[config.mk]
export PLATFORM = sky130hd
export DESIGN_NAME = dff_pipe
export DESIGN_NICKNAME = d
export VERILOG_FILES = /design/src/rtl/lenet_pkg.sv /design/src/rtl/dff_pipe_stage.sv /design/src/rtl/dff_pipe.sv
export SDC_FILE = /design/constraint.sdc
export NUM_CORES = 1
export LEC_CHECK = 0
export CORE_MARGIN = 4
export CORE_UTILIZATION = 36
export CTS_CLUSTER_DIAMETER = 150
export DETAILED_ROUTE_END_ITERATION = 10
export HOLD_SLACK_MARGIN = 0.15
export PLACE_DENSITY = 0.71
export SLEW_MARGIN = 10
export SYNTH_ARGS = -nofsm -noshare
export SYNTH_HDL_FRONTEND = slang
export SYNTH_HIERARCHICAL = 1
export SYNTH_SLANG_ARGS = --single-unit
[constraint.sdc]
create_clock -name clk -period 1.35 [get_ports clk]
set_input_delay 0.2025 -clock clk [delete_from_list [all_inputs] [get_ports clk]]
set_output_delay 0.2025 -clock clk [all_outputs]
set_load 0.005 [all_outputs]
[src/rtl/lenet_pkg.sv]
// Shared definitions for the LeNet datapath blocks: default payload width and
// the width helper used for counters and occupancy ports.
package lenet_pkg;

  localparam int unsigned LENET_DATA_WIDTH = 8;

  // Bits needed to hold any value 0..max_val; never less than one bit.
  function automatic int unsigned cnt_width(input int unsigned max_val);
    int unsigned w;
    w = $clog2(max_val + 1);
    return (w < 1) ? 1 : w;
  endfunction

endpackage

[src/rtl/dff_pipe_stage.sv]
// One pipeline slot: a valid flag plus a payload register. The payload is only
// written when a valid beat arrives, so bubbles never toggle the data flops.
module dff_pipe_stage #(
  parameter int unsigned WIDTH    = 8,
  parameter bit          RST_DATA = 1'b0
) (
  input  logic             clk,
  input  logic             rst,
  input  logic             i_clr,
  input  logic             i_load,
  input  logic             i_valid,
  input  logic [WIDTH-1:0] i_data,
  output logic             o_valid,
  output logic [WIDTH-1:0] o_data
);

  logic             r_valid;
  logic [WIDTH-1:0] r_data;
  logic             w_capture;

  assign w_capture = i_load & i_valid;

  // Valid flag: async reset, sync clear has priority over a load.
  always_ff @(posedge clk or posedge rst) begin
    if (rst) begin
      r_valid <= 1'b0;
    end else if (i_clr) begin
      r_valid <= 1'b0;
    end else if (i_load) begin
      r_valid <= i_valid;
    end
  end

  // Payload: clearable variant, or reset-free flops when RST_DATA is off.
  generate
    if (RST_DATA) begin : g_data_rst
      always_ff @(posedge clk or posedge rst) begin
        if (rst) begin
          r_data <= '0;
        end else if (i_clr) begin
          r_data <= '0;
        end else if (w_capture) begin
          r_data <= i_data;
        end
      end
    end else begin : g_data_norst
      always_ff @(posedge clk) begin
        if (w_capture) begin
          r_data <= i_data;
        end
      end
    end
  endgenerate

  assign o_valid = r_valid;
  assign o_data  = r_data;

endmodule

[src/rtl/dff_pipe.sv]
// DEPTH-stage valid/ready register pipeline used as a retiming element between
// LeNet datapath blocks; bubbles collapse under backpressure.
module dff_pipe
  import lenet_pkg::*;
#(
  parameter int unsigned DATA_WIDTH = LENET_DATA_WIDTH,
  parameter int unsigned CHANNELS   = 1,
  parameter int unsigned DEPTH      = 2,
  parameter bit          RST_DATA   = 1'b0
) (
  input  logic                           clk,
  input  logic                           rst,
  input  logic                           flush,
  input  logic                           in_valid,
  output logic                           in_ready,
  input  logic [CHANNELS*DATA_WIDTH-1:0] in_data,
  output logic                           out_valid,
  input  logic                           out_ready,
  output logic [CHANNELS*DATA_WIDTH-1:0] out_data,
  output logic [cnt_width(DEPTH)-1:0]    occupancy
);

  localparam int unsigned W     = CHANNELS * DATA_WIDTH;
  localparam int unsigned OCC_W = cnt_width(DEPTH);

  generate
    if (DEPTH < 1) begin : g_bad_depth
      $error("dff_pipe: DEPTH must be at least 1");
    end
  endgenerate

  logic [DEPTH-1:0]        w_valid;
  logic [DEPTH-1:0][W-1:0] w_data;
  logic [DEPTH-1:0]        w_ready;
  logic [DEPTH-1:0]        w_src_valid;
  logic [DEPTH-1:0][W-1:0] w_src_data;
  logic                    w_accept;
  logic [OCC_W-1:0]        w_occ;

  assign in_ready = w_ready[0] & ~flush & ~rst;
  assign w_accept = in_valid & in_ready;

  genvar gi;
  generate
    for (gi = 0; gi < DEPTH; gi++) begin : g_stage
      // Stage gi can advance unless it and every stage after it is full and
      // the consumer is stalled; flattened so there is no combinational loop.
      assign w_ready[gi] = out_ready | ~(&w_valid[DEPTH-1:gi]);

      if (gi == 0) begin : g_head
        assign w_src_valid[gi] = w_accept;
        assign w_src_data[gi]  = in_data;
      end else begin : g_body
        assign w_src_valid[gi] = w_valid[gi-1];
        assign w_src_data[gi]  = w_data[gi-1];
      end

      dff_pipe_stage #(
        .WIDTH    (W),
        .RST_DATA (RST_DATA)
      ) u_stage (
        .clk     (clk),
        .rst     (rst),
        .i_clr   (flush),
        .i_load  (w_ready[gi]),
        .i_valid (w_src_valid[gi]),
        .i_data  (w_src_data[gi]),
        .o_valid (w_valid[gi]),
        .o_data  (w_data[gi])
      );
    end
  endgenerate

  // Occupancy is the popcount of the registered valid flags.
  always_comb begin
    w_occ = '0;
    for (int i = 0; i < DEPTH; i++) begin
      w_occ = w_occ + OCC_W'(w_valid[i]);
    end
  end

  assign occupancy = w_occ;
  assign out_valid = w_valid[DEPTH-1];
  assign out_data  = w_data[DEPTH-1];

endmodule
# [Word-level counts from Yosys, hierarchy flattened]
# Cells that the tools add are included.
[totals] out_inout_bits=12 input_bits=13 elab_cells=23 regBits=18
[classes] muxes=4 n_reduce_logical=3 n_bitwise=11 addsub=1
[op_table] op="AND 1 bit" n=5
[op_table] op="two-way mux 1 bit" n=4
[op_table] op="inverter 1 bit" n=4
[op_table] op="nonzero test 2 bit" n=2
[op_table] op="adder 1 x 1 -> 2 bit" n=1
[op_table] op="bitwise OR 1 bit" n=2
[op_table] op="AND reduction 2 bit" n=1

# [Depth between registers and ports, before layout]
[depth] depth_word=8 depth_mapped=5 mapped_depth_nobuf=5

# [Hierarchy]
# Netlist, hierarchy kept.
[by_module_without_submodules] module="dff_pipe_stage" cells_each=13 area_per_inst_um2=290.3 n_inst=2 seq_area_each_um2=265.3
[by_module_without_submodules] module="dff_pipe" cells_each=6 area_per_inst_um2=56.3 n_inst=1 seq_area_each_um2=0.0

# [Worst setup path before layout]
# OpenSTA, ideal clock, no wires.
[synth_timing] path_kind="register to register" start="register g_stage[1].u_stage.r_valid" end="register g_stage[0].u_stage.r_data[0], enable pin" setup_time_ns=0.310 stages_incl_launch_ff=5 synth_period_minus_slack_ns=1.542 required_ns=1.040 setup_slack_ns=-0.192 n_path_buf=0 t_arrival_ns=1.232 path_cell_list="dfrtp_1 > ha_1 > nor2b_4 > nor4b_2 > and2_2"
[synth_between] elab_chain_cells=7
[synth_lines] element="start: declaration" line_no="dff_pipe_stage.sv:17" rtl="logic r_valid;"
[synth_lines] element="start signal: assignment" line_no="dff_pipe_stage.sv:30" rtl="r_valid <= i_valid;"
[synth_lines] element="AND reduction 2 bit" line_no="dff_pipe.sv:48" rtl="assign w_ready[gi] = out_ready | ~(&w_valid[DEPTH-1:gi]);"
[synth_lines] element="inverter 1 bit" line_no="dff_pipe.sv:48"
[synth_lines] element="bitwise OR 1 bit" line_no="dff_pipe.sv:48"
[synth_lines] element="AND 1 bit (2 in series)" line_no="dff_pipe.sv:40" rtl="assign in_ready = w_ready[0] & ~flush & ~rst;"
[synth_lines] element="AND 1 bit" line_no="dff_pipe.sv:41" rtl="assign w_accept = in_valid & in_ready;"
[synth_lines] element="net w_accept" line_no="dff_pipe.sv:37" rtl="logic w_accept;"
[synth_lines] element="AND 1 bit" line_no="dff_pipe_stage.sv:21" rtl="assign w_capture = i_load & i_valid;"
[synth_lines] element="net g_stage[0].u_stage.w_capture" line_no="dff_pipe_stage.sv:19" rtl="logic w_capture;"
[synth_lines] element="end signal: assignment" line_no="dff_pipe_stage.sv:49" rtl="r_data <= i_data;"
[synth_lines] element="end: declaration" line_no="dff_pipe_stage.sv:18" rtl="logic [WIDTH-1:0] r_data;"
# The timed path passes the listed nets, and every way through them passes these cells.
# A chain may end at the register's enable or synchronous reset.

# [Worst setup path in the final report]
[layout_timing] start="register g_stage[1].u_stage.r_valid" end="register g_stage[0].u_stage.r_data[3], enable pin"
# Same word-level chain as after synthesis.

==> run summary <==
multi-input logic area: 124 sq um
hold buffer count at CTS: 0
Comb power frac: 8.2%
Reg power frac: 65.3%
Worst EP arrival: 1500 ps
Synth Net Count: 46
unrepaired setup endpoints after global routing: yes
Pwr Density: 943 nW/um^2
status: finished, violations left
clock latency at the later pin of the worst-skew pair: 280 ps
Placed Cells: 85
Tcrit/Tclk final: 111%
# DRC: 0
mapped cell area: 637 sq um
count of different cell masters after synthesis: 11
via count: 370
Routed WL: 1.08 mm
Die ar.: 2510 sq um
Core Area: 1590 sq um
H-tree depth: 1
warnings from Yosys: 6
Total GRT Usage: 8.86%
CTS tree: yes
final net count: 82
Worst-Margin Slew: 221 ps
Clk pwr share: 26.5%
vias in the first global route: 348
CP cell instances: ha_4 -> nor2b_4 -> nor4b_4 -> and2_4
Worst-path clk slew: 90 ps
kind of critical path: flop to flop
Sw Share: 18.5%
Layout Cells excl Fill: 91
slack of the critical path: -150 ps
DRT antenna net count: 0
Crit-path slowest cell: dfrtp_1
Area Growth Syn to Fin: 60.5%
Total Power: 964 uW
# diodes: 0
final slew viol count: 0
crit-path max cell delay: 420 ps
internal power: 786 uW
CP required: 1350 ps
worst relative slew slack: 85.2%
CP endpoint kind: flop
Mean Syn Cell Area: 19.9 sq um
initial antenna violation count: 0
Seq cells post-synth: 18
clock skew: 3.14 ps
Psw: 178 uW
Starting Density: 40.0%
DR iter-0 viols: 4
Inserted Clock Buffers: 3
worst vdd ir: 0.490 mV
achievable frequency: 0.667 GHz
root buf cell: clkbuf_4
port bufs: 24
final setup fails: 9
WL/cell: 11.8 um
Seq/Total Area, Yosys: 83.3%
Final Hold Viols: 0
global-route wire length before repair: 1.57 mm
final RePlAce weighted congestion: 0.824
Die W: 50.1 um
Die Y: 50.1 um
failing checks: setup timing
worst-path fanout max: 8
Hold WC Path Type: input pin to async pin
IO Pins: 25
Vias/cell: 4.07
pin count of the biggest net entering global routing: 11
min cycle time layout: 1500 ps
fraction of final layout cells sized beyond drive strength 1: 28.4%
row count: 14
post-synthesis cell count: 32
grt ovf: 0
startpoint type of the worst setup path: flop
clk buf depth: 2
Seq. cell area: 531 sq um
P_leak: 0.000455 uW
clock sink total: 18
Max Cap Violations: 0
1st-pass router iterations: 2
fill count: 124
registers in the layout, indices dropped and copies added (netlist names):
name                     cells
g_stage.u_stage/o_data      16
g_stage.u_stage/o_valid      2
per-stage QoR:
stage	hold WS, ps	instance area [sq um]	setup TNS [ps]	util, %	setup WS (ps)
2_1_floorplan	-68.8	641	-1040	-	-130
3_5_place_dp	405	948	-3010	59.5	-293
5_1_grt	308	1020	-1970	64.1	-209
6_report	309	1020	-1300	64.1	-150
4_1_cts	254	983	-1420	61.7	-162
3_3_place_gp	404	948	-2880	59.5	-279
worst max-delay path: cells and delay by family, from the launching register on:
family	cells	cell delay, ps
DFF	1	420
adders and majority gates	1	170
and+or+nand+nor	3	610
cell usage in the layout, fill, tap and decap left out, drive strengths merged:
cell type       n
edfxtp         16
clkdlybuf4s50  13
buf            10
dlymetal6s2s    7
inv             3
clkbuf          3
mux2i           2
nor2            2
and2            2
dfrtp           2
nand2b          1
nor2b           1
nor3            1
nor4b           1
ha              1
clkinv          1
dlygate4sd2     1
power groups by stage:
stage | Combinational, uW | Sequential [uW] | Clock (uW)
after CTS | 75.4 | 630 | 264
final | 79.3 | 630 | 255
after global placement | 74.8 | 641 | 0
after floorplan | 14.4 | 641 | 0
after detailed placement | 76.2 | 642 | 0
after global routing | 84.5 | 631 | 302
per-layer routing:
| metal | share of wire, % | global-route usage, % | vias to the layer above |
|---|---|---|---|
| li1 | - | - | 185 |
| met1 | 44 | 10.4 | 169 |
| met2 | 50 | 13.3 | 14 |
| met3 | 5.8 | 2.71 | 2 |
| met4 | 0.74 | 6.91 | 0 |
| met5 | 0 | 0 | - |
timing repair:
item | 4_1_cts | 5_1_grt
buffers inserted | 2 | 0
setup endpoints to repair | 12 | 27
gates resized for setup | 14 | 11
pin swaps | 1 | 2
path summary, 6_finish.rpt:
| kind | start | end | slack (ps) | cells after the start |
|---|---|---|---|---|
| worst max-delay path | g_stage[1].u_stage/o_valid$_DFFE_PP0P_ | g_stage[0].u_stage/o_data[3]$_DFFE_PP_ | -150 | 4 |
| worst min-delay path | rst | g_stage[0].u_stage/o_valid$_DFFE_PP0P_ | 310 | 3 |
| worst max register to register | g_stage[1].u_stage/o_valid$_DFFE_PP0P_ | g_stage[0].u_stage/o_data[3]$_DFFE_PP_ | -150 | 4 |
| worst min register to register | g_stage[0].u_stage/o_data[6]$_DFFE_PP_ | g_stage[1].u_stage/o_data[6]$_DFFE_PP_ | 430 | 0 |
| max in group asynchronous | rst | g_stage[1].u_stage/o_valid$_DFFE_PP0P_ | 950 | 3 |
| min in group clk | g_stage[0].u_stage/o_data[6]$_DFFE_PP_ | g_stage[1].u_stage/o_data[6]$_DFFE_PP_ | 430 | 0 |
kinds of logic after synthesis:
| logic type | synth area share [%] |
|---|---|
| adder cells (fa/ha/maj) | 1.96 |
| buffers and inverters | 1.77 |
| flip-flops | 83.3 |
| multiplexers | 3.14 |
| AND/OR/NAND/NOR | 9.82 |
area by class of cell:
class | count | area share (%)
Timing Repair Buffer | 31 | 29.4
Tap cell | 24 | 2.94
Clock buffer | 3 | 2.20
Sequential cell | 18 | 51.9
Clock inverter | 1 | 0.367
Inverter | 3 | 1.10
Multi-Input combinational cell | 11 | 12.1
cells in the mapped netlist:
cell      count  area (sq um)
mux2i_1       2          20.0
nor2_1        2          7.51
edfxtp_1     16           480
dfrtp_1       2          50.1
nor2b_4       1          13.8
nor3_1        1          5.00
nand2b_1      1          6.26
and2_2        2          15.0
nor4b_2       1          15.0
inv_1         3          11.3
ha_1          1          12.5
Note: power is estimated with default switching activity, not from simulation.
